**src/rtl/s_coeff_streamer.sv**
```systemverilog
// Streams 4-bit coefficients from consecutive s_rom words, hiding the ROM read latency.
// Optional build macro S_COEFF_TWOS_EN: decode sign-magnitude nibbles to two's complement.
module s_coeff_streamer #(
  parameter int NUM_WORDS = 16,
  parameter int COEFF_W   = 4
) (
  input  logic               clk,
  input  logic               rst,
  input  logic               start,
  input  logic [6:0]         base_addr,
  output logic [6:0]         s_address,
  input  logic [63:0]        s_vec_64,
  output logic [COEFF_W-1:0] coeff_out,
  output logic [7:0]         coeff_idx,
  output logic               coeff_valid,
  input  logic               coeff_ready,
  output logic               busy,
  output logic               done
);

  localparam logic [1:0] IDLE   = 2'd0;
  localparam logic [1:0] PRIME  = 2'd1;
  localparam logic [1:0] STREAM = 2'd2;
  localparam logic [1:0] FIN    = 2'd3;

  logic [1:0]  state_reg;
  logic [63:0] shreg_reg;
  logic [3:0]  word_cnt_reg;
  logic [3:0]  nib_cnt_reg;
  logic [1:0]  rom_age_reg;
  logic [6:0]  addr_reg;
  logic        busy_reg;
  logic        last_word;
  logic        last_nib;
  logic        handshake;

  assign last_word = (word_cnt_reg == 4'(NUM_WORDS - 1));
  assign last_nib  = (nib_cnt_reg == 4'd15);
  // Only a pending word reload needs the prefetched data to have settled.
  assign coeff_valid = (state_reg == STREAM) &&
                       (!last_nib || last_word || rom_age_reg == 2'd2);
  assign handshake = coeff_valid && coeff_ready;

  assign s_address = addr_reg;
  assign coeff_idx = {word_cnt_reg, nib_cnt_reg};
  assign busy      = busy_reg;
  assign done      = (state_reg == FIN);

`ifdef S_COEFF_TWOS_EN
  logic [COEFF_W-1:0] mag;
  assign mag       = {1'b0, shreg_reg[COEFF_W-2:0]};
  assign coeff_out = shreg_reg[COEFF_W-1] ? (COEFF_W'(0) - mag) : mag;
`else
  assign coeff_out = shreg_reg[COEFF_W-1:0];
`endif

  always_ff @(posedge clk) begin
    if (rst) begin
      state_reg    <= IDLE;
      shreg_reg    <= '0;
      word_cnt_reg <= '0;
      nib_cnt_reg  <= '0;
      rom_age_reg  <= '0;
      addr_reg     <= '0;
      busy_reg     <= 1'b0;
    end else begin
      // rom_age counts the cycle the address is presented as 1; data usable at 2.
      if (rom_age_reg != 2'd2) rom_age_reg <= rom_age_reg + 2'd1;
      case (state_reg)
        IDLE: begin
          if (start) begin
            addr_reg     <= base_addr;
            word_cnt_reg <= '0;
            nib_cnt_reg  <= '0;
            rom_age_reg  <= 2'd1;
            busy_reg     <= 1'b1;
            state_reg    <= PRIME;
          end
        end
        PRIME: begin
          if (rom_age_reg == 2'd2) begin
            shreg_reg   <= s_vec_64;
            nib_cnt_reg <= '0;
            addr_reg    <= addr_reg + 7'd1;
            rom_age_reg <= 2'd1;
            state_reg   <= STREAM;
          end
        end
        STREAM: begin
          if (handshake) begin
            if (last_nib && last_word) begin
              state_reg <= FIN;
            end else if (last_nib) begin
              shreg_reg    <= s_vec_64;
              word_cnt_reg <= word_cnt_reg + 4'd1;
              nib_cnt_reg  <= '0;
              addr_reg     <= addr_reg + 7'd1;
              rom_age_reg  <= 2'd1;
            end else begin
              shreg_reg   <= shreg_reg >> COEFF_W;
              nib_cnt_reg <= nib_cnt_reg + 4'd1;
            end
          end
        end
        default: begin
          busy_reg  <= 1'b0;
          state_reg <= IDLE;
        end
      endcase
    end
  end

endmodule

```
**config.mk**
```make
export PLATFORM = sky130hd
export DESIGN_NAME = s_coeff_streamer
export DESIGN_NICKNAME = d
export VERILOG_FILES = /design/src/rtl/s_coeff_streamer.sv
export SDC_FILE = /design/constraint.sdc
export NUM_CORES = 1
export LEC_CHECK = 0
export ABC_AREA = 1
export ABC_CLOCK_PERIOD_IN_PS = 4500
export CORE_ASPECT_RATIO = 1.1
export CORE_MARGIN = 2
export CORE_UTILIZATION = 50
export CTS_CLUSTER_SIZE = 14
export DETAILED_ROUTE_END_ITERATION = 6
export DONT_BUFFER_PORTS = 1
export PLACE_DENSITY_LB_ADDON = 0.08
export SLEW_MARGIN = 20
export SYNTH_ARGS = -nofsm -noshare
export SYNTH_HDL_FRONTEND = slang
export SYNTH_SLANG_ARGS = --single-unit
```
**constraint.sdc**
```tcl
create_clock -name clk -period 4.5 [get_ports clk]
set_input_delay 0.9 -clock clk [delete_from_list [all_inputs] [get_ports clk]]
set_output_delay 0.9 -clock clk [all_outputs]
set_load 0.1 [all_outputs]
```
======== Word level (Yosys, flattened, before mapping) ========
Cells that the tools add are included.
Widths: inputs -> output; s select.
storage, ports and cells
  register bits ........................... 84
  input bits .............................. 75
  output and inout port bits .............. 22
cells by class
  add/subtract/negate cells ............... 4
  equal/unequal tests ..................... 13
  muxes and demuxes ....................... 35
  bitwise operators ....................... 1
  reduce and logical (&&, ||, !) cells .... 17
operators with widths
  kind                 count
  $mux 64              4
  $pmux 64 s2          1
  $mux 7               5
  $mux 4               8
  $pmux 7 s3           1
  $mux 2               10
  $ne 2x2->1 const B   6
  $pmux 2 s3           2
  $pmux 4 s3           1
  $reduce_and 5->1     2
  $add 4x1->4 const B  2
  $eq 4x4->1 const B   2
  $pmux 4 s2           1
  $reduce_and 4->1     2
  $add 7x1->7 const B  1
  $eq 2x2->1 const B   3
  $reduce_and 6->1     1
  $reduce_bool 2->1    2
  $logic_and 1x1->1    3
  $reduce_bool 3->1    1
  $add 2x1->2 const B  1
  $eq 2x1->1 const B   1
  $logic_not 2->1      1
  $logic_or 1x1->1     2
  other kinds (7)      7

======== Longest topological paths before layout ========
Gate-level depths: netlist (run 1).
  depth after elaboration ................. 8
  gate-level depth with buffers ........... 11
  gate-level depth less buffers ........... 11

======== Least setup slack after synthesis (run 1) ========
OpenSTA, ideal clock, no wires.
  kind .................................... register -> output
  from .................................... reg word_cnt_reg[0]
  to ...................................... out coeff_valid
  data arrival time ....................... 2.246 ns
  slack ................................... 1.354 ns
  cell stages (with the launch flop) ...... 6
  cell sequence ........................... dfxtp_1 -> ha_1 -> nand3_1 -> nand3_2 -> nand2_1 -> inv_1
on the way
  cells in the longest elaborated chain, start to end .. 4
RTL lines
  what                            line  text
  start, declared                 28    logic [3:0] word_cnt_reg;
  start signal, assigned          95    word_cnt_reg <= word_cnt_reg + 4'd1;
  $eq 4x4->1                      37    assign last_word = (word_cnt_reg == 4'(NUM_WORDS - 1));
  $logic_or 1x1->1 (2 in series)  41    (!last_nib || last_word || rom_age_reg == 2'd2);
  $logic_and 1x1->1               40    assign coeff_valid = (state_reg == STREAM) &&
  end, declared                   15    output logic coeff_valid,
Every way passes these cells.

======== Worst setup path after layout (run 1) ========
Same ends and word-level chain as after synthesis.

==> results of run 1 <==
## power groups by stage
stage | Sequential (W) | Clock [W] | Combinational [W]
2_1_floorplan | 0.00136 | 0 | 0.00176
3_3_place_gp | 0.00133 | 0 | 0.00193
3_5_place_dp | 0.00134 | 0 | 0.00197
4_1_cts | 0.00132 | 0.000809 | 0.00199
5_1_grt | 0.00135 | 0.000842 | 0.00233
6_report | 0.00132 | 0.000792 | 0.00197
## metal layers
layer | global-route usage [%] | share of wire, %
met1 | 25.50 | 45
met2 | 37.98 | 48
met3 | 3.578 | 4.6
met4 | 7.822 | 1.9
met5 | 0 | 0
## synthesized netlist by cell type (2+ instances only)
library cell | count | area share, %
nand3_2 | 3 | 0.57
nor2_1 | 101 | 7.2
buf_4 | 12 | 1.7
inv_1 | 213 | 15
o21ai_0 | 70 | 6.7
nor2_2 | 2 | 0.24
nand2_1 | 251 | 18
xor2_1 | 3 | 0.50
clkinv_1 | 2 | 0.14
nand3_1 | 79 | 7.5
a21oi_1 | 10 | 0.95
buf_2 | 7 | 0.67
ha_1 | 10 | 2.4
clkbuf_1 | 16 | 1.1
a31oi_1 | 3 | 0.36
nand2_2 | 2 | 0.24
dfxtp_1 | 84 | 32
nand4_1 | 5 | 0.59
buf_6 | 13 | 2.8
## critical path, stage by stage (launching register included)
cell     delay, ps
dfxtp_1        310
buf_4          300
ha_1           270
nand3_1        130
nand3_2        140
nand2_1         60
inv_1          620
## cell type report
type	instances	share of cell area (%)
clock buffers	11	4.379
multi-input cells	547	44.31
inverters	216	14.63
repair buffers	13	1.761
flip-flops and latches	84	30.34
clock inverters	5	1.354
well taps	143	3.228
## worst min path at each step
| stage | startpoint | endpoint | slack (ps) | cells past startpoint |
|---|---|---|---|---|
| after detailed placement | word_cnt_reg[3] | word_cnt_reg[3] | 460 | 2 |
| final | word_cnt_reg[3] | word_cnt_reg[3] | 470 | 2 |
| after CTS | word_cnt_reg[3] | word_cnt_reg[3] | 460 | 2 |
| after global routing | word_cnt_reg[3] | word_cnt_reg[3] | 510 | 2 |
| after global placement | word_cnt_reg[3] | word_cnt_reg[3] | 440 | 2 |
| after floorplan | shreg_reg[0] | shreg_reg[0] | 490 | 4 |
## kinds of logic (layout without fill, tap and decap cells)
logic type	after synthesis	after routing	share of synthesized area [%]
buffers and inverters	264	245	21.69
XOR/XNOR	4	4	0.6652
AND/OR/NAND/NOR	446	446	34.80
AO/OA/AOI/OAI	87	87	8.551
adder cells (fa/ha/maj)	10	10	2.375
flip-flops	84	84	31.92
## per-stage QoR
step,instance area [um^2],util [%]
2_1_floorplan,5268,-
5_1_grt,5543,53.58
3_3_place_gp,5225,50.51
3_5_place_dp,5225,50.51
4_1_cts,5543,53.58
6_report,5543,53.58
==> results by group, run 1 <==
Setup path
  • R2R setup slack: 1730 ps
  • Type of origin of the critical path: flop
  • Crit Path Max Fanout: 5
  • R2R cell count: 12
  • Worst reg2reg path endpoint: shreg_reg[13]
  • Critical Path Sink: coeff_valid
  • Crit path kind: flop to output pin
  • Crit path from: word_cnt_reg[0]
  • Critical Path RT: 3600 ps
  • Crit end category: output pin
  • FF-to-FF Start: word_cnt_reg[0]
  • CP arrival: 2170 ps

Timing
  • RSZ-0062 raised after global routing: no
  • Maximum clock frequency: 0.3259 GHz
  • Min Tclk post-route: 3068 ps
  • Fin Hold WS: 466.8 ps
  • Hold Vio Cnt, Final: 0
  • Slew Viols, Final: 0
  • Post-layout worst setup margin: 1432 ps
  • Finish-stage setup viols: 0
  • Period utilisation layout: 68.18%
  • Final setup TNS: 0 ps
  • Max_slew headroom: 27.66%
  • Final clock skew: 4.497 ps
  • Slew of the pin with the lowest slew margin: 1084 ps

Logic synthesis
  • Synth warn: 0
  • Sequential-to-total area share from yosys stat: 31.92%
  • FFs w/ async S/R, synth: 0%
  • Post-Syn Nets: 980
  • Average size of a mapped cell: 5.886 um^2
  • Syn Std Cell Area: 5268 um^2
  • Number of synthesized flops with an enable pin: 0
  • Ys flop type: dfxtp_1
  • Flops & latches, synth: 84
  • Mapped Cells: 895
  • Distinct cells, synth: 28

Cells and area
  • Largest register FFs: 64
  • Layout Cells excl Fill: 1019
  • Antenna Cells: 0
  • Area of the multi-input gates: 2456 um^2
  • Final net count: 956
  • Share of cells above drive strength 1: 4.680%
  • Fillers: 1122
  • Area Growth Syn to Fin: 5.226%
  • Register area: 1682 um^2
  • Most frequent cells in the layout: nand2_1 (251), inv_1 (213), nor2_1 (100), dfxtp_1 (84), nand3_1 (79)
  • Commonest non-fill, non-tap cell in the layout: nand2_1

Routing
  • Via Count: 4812
  • First-pass DRT Iterations: 5
  • Post-Route WL: 11.47 mm
  • Initial drt markers: 141
  • Avg WL per Cell: 11.25 um
  • Antenna Nets Post-Route: 0
  • Residual DRC: 0
  • DR vias/cell: 4.722

Die
  • Die Width: 101.9 um
  • Row Count: 39
  • Core area: 10340 um^2
  • Top Ports: 97
  • Die Height: 111.7 um
  • Die ar.: 11370 um^2
  • Starting Density: 50.92%

Pwr
  • Pwr/cell area: 737.5 nW/um^2
  • Int Pwr: 0.002066 W
  • Total power: 0.004088 W
  • Comb power frac: 48.3%
  • Sw power: 0.002022 W
  • Worst vdd ir: 0.4407 mV
  • Clock Power Share: 19.4%
  • Flop pwr share: 32.4%
  • Leak Pwr: 3.093 nW
  • Sw Share: 49.46%

Clocking
  • Number of gates resized after CTS: 0
  • Clk sinks: 84
  • CTS HTree Levels: 3
  • Clock Path Buffers: 2
  • CTS Buf Count: 9
  • # Post-CTS Setup Buffers: 0
  • Hold Buf Count CTS: 0
  • Clock Latency Late Sink: 340 ps
  • Worst-path clk slew: 60 ps
  • Root buffer cell: clkbuf_16
  • TritonCTS clock tree: done

Global route
  • GRT Total Usage: 21.39%
  • Initial antenna violation count: 0
  • Largest net degree at the start of global routing: 83
  • Global-route wire length before repair: 20.06 mm
  • Vias in the first global route: 4683
  • Grt total ovfl: 0

Place
  • Dpl hpwl: 7.341 mm
  • Gpl congestion: 0.8355
  • Pre-CTS WS: 1704 ps
  • # placed instances: 1003
  • PortBufs: 0

Flow run
  • Max Cap Violations: 0

Hold path
  • Min-delay worst type: flop to flop

Status
  • Status: finished clean
Note: power is estimated with default switching activity, not from simulation.
==> inputs of run 2 (changes only) <==
--- a/config.mk
+++ b/config.mk
@@ -6,7 +6,7 @@
 export NUM_CORES = 1
 export LEC_CHECK = 0
 export ABC_AREA = 1
-export ABC_CLOCK_PERIOD_IN_PS = 4500
+export ABC_CLOCK_PERIOD_IN_PS = 2700
 export CORE_ASPECT_RATIO = 1.1
 export CORE_MARGIN = 2
 export CORE_UTILIZATION = 50
==> constraint.sdc (replaced) <==
create_clock -name clk -period 2.7 [get_ports clk]
set_input_delay 0.54 -clock clk [delete_from_list [all_inputs] [get_ports clk]]
set_output_delay 0.54 -clock clk [all_outputs]
set_load 0.1 [all_outputs]
==> run 2 against run 1 <==
  * Routed wire length down 1.2%
  * Sequential power up 43%
  * Non-clock buffer count up 13
  * Die area unchanged
  * Critical path depth up 2
  * Sequential share of layout area down 0.59 points
  * Critical endpoint is now shreg_reg[50]
  * Largest power group unchanged
  * Highest routed layer unchanged
==> results by group, run 2 (same netlist as run 1, synthesis figures left out) <==
Routing
  • First-pass DRT Iterations: 4
  • DR vias/cell: 4.653
  • Antenna Nets Post-Route: 0
  • Initial drt markers: 160
  • Post-Route WL: 11.32 mm
  • Via Count: 4802
  • Residual DRC: 0
  • Avg WL per Cell: 10.97 um

Place
  • PortBufs: 0
  • Dpl cell area: 5363 um^2
  • Dpl hpwl: 7.640 mm
  • Gpl congestion: 0.8167

Pwr
  • Comb power frac: 54.2%
  • Sw power: 0.003355 W
  • Clock Power Share: 18.3%
  • Sw Share: 49.03%
  • Worst vdd ir: 0.7485 mV
  • Total power: 0.006843 W
  • Leak Pwr: 3.158 nW
  • Flop pwr share: 27.6%
  • Pwr/cell area: 1209 nW/um^2
  • Int Pwr: 0.003488 W

Setup path
  • R2R setup slack: 380 ps
  • CP arrival: 2550 ps
  • CP Cell Sequence: inv_1 > ha_1 > clkinv_1 > nor2_4 > buf_4 > nand3_1 > nand2_1 > nor2_1
  • Crit path kind: flop to flop
  • Type of origin of the critical path: flop
  • Critical Path RT: 2940 ps
  • Crit Path Max Fanout: 28
  • Worst path max stage delay: 420 ps
  • Slowest-stage cell, CP: ha_1
  • Crit end category: flop

Timing
  • Slew Viols, Final: 0
  • Finish-stage setup viols: 0
  • Final setup TNS: 0 ps
  • Period utilisation layout: 85.81%
  • Hold Vio Cnt, Final: 0
  • Max_slew headroom: 31.89%
  • Maximum clock frequency: 0.4316 GHz
  • Slew of the pin with the lowest slew margin: 1020 ps
  • RSZ-0062 raised after global routing: no
  • Min Tclk post-route: 2317 ps
  • Final clock skew: 5.548 ps

Cells and area
  • Final net count: 969
  • Area Growth Syn to Fin: 7.458%
  • Most frequent cells in the layout: nand2_1 (251), inv_1 (213), nor2_1 (100), dfxtp_1 (82), nand3_1 (79)
  • Largest register FFs: 64
  • Fillers: 1085
  • Commonest non-fill, non-tap cell in the layout: nand2_1
  • Share of cells above drive strength 1: 5.962%
  • Final Instance Area: 5660 um^2
  • Antenna Cells: 0

Clocking
  • Number of gates resized after CTS: 0
  • CTS HTree Levels: 3
  • Clk sinks: 84
  • Hold Buf Count CTS: 0
  • CTS Buf Count: 9
  • Root buffer cell: clkbuf_16
  • TritonCTS clock tree: done
  • Worst-path clk slew: 60 ps
  • Clock Path Buffers: 2
  • # Post-CTS Setup Buffers: 0
  • Clock Latency Late Sink: 340 ps

Die
  • Die ar.: 11370 um^2
  • Core area: 10340 um^2
  • Row Count: 39
  • Top Ports: 97
  • Die Height: 111.7 um
  • Die Width: 101.9 um
  • Starting Density: 50.92%

Global route
  • GRT Total Usage: 20.73%
  • Vias in the first global route: 4549
  • Largest net degree at the start of global routing: 65
  • Grt total ovfl: 0
  • Global-route wire length before repair: 19.43 mm
  • Initial antenna violation count: 0

Flow run
  • Max Cap Violations: 0

Status
  • Status: finished clean

Hold path
  • Min-delay worst type: primary input to flop
-- run 2: worst paths after layout --
check	startpoint	to	cells after the start
min	rst	nib_cnt_reg[1]	1
min reg2reg	shreg_reg[30]	shreg_reg[30]	4
max reg2reg	state_reg[0]	shreg_reg[50]	8
max	state_reg[0]	shreg_reg[50]	8
-- run 2: cell type report --
cell class / count / area (um^2) / share of cell area, %
clock inverters: 1 / 30.03 / 0.5305
well taps: 143 / 178.9 / 3.161
inverters: 216 / 810.8 / 14.32
multi-input cells: 547 / 2456 / 43.39
repair buffers: 26 / 232.7 / 4.111
clock buffers: 15 / 267.8 / 4.730
flip-flops and latches: 84 / 1684 / 29.75
-- run 2: critical path: cells and delay by family (launching register included) --
kind          cells  cell delay, ps
buf+inv           3             780
simple gates      4             630
fa+ha+maj         1             420
flops             1             360
-- run 2: stage by stage --
stage	std cells	utilization [%]	hold WS (ps)	worst slack [ps]
after detailed placement	1016	51.84	499.4	371.7
after floorplan	895	-	486.4	62.21
after CTS	1032	54.72	250.8	362.3
final	1032	54.72	261.1	383.2
after global routing	1032	54.72	253.5	107.3
after global placement	1016	51.84	495.3	476.3
-- run 2: metal layers --
| layer | track usage [%] | share of wire, % | vias up |
|---|---|---|---|
| met1 | 24.86 | 46 | 2100 |
| met2 | 35.04 | 46 | 86 |
| met3 | 5.210 | 5.9 | 10 |
| met5 | 0 | 0 | - |
| li1 | - | - | 2606 |
| met4 | 8.356 | 1.8 | 0 |
-- run 2: power by group through the flow --
stage                     logic, W  clock network [W]  registers (W)
after detailed placement   0.00372                  0        0.00191
final                      0.00371            0.00125        0.00189
after floorplan            0.00293                  0        0.00226
after global placement     0.00366                  0        0.00190
after global routing       0.00430            0.00133        0.00192
after CTS                  0.00374            0.00129        0.00189
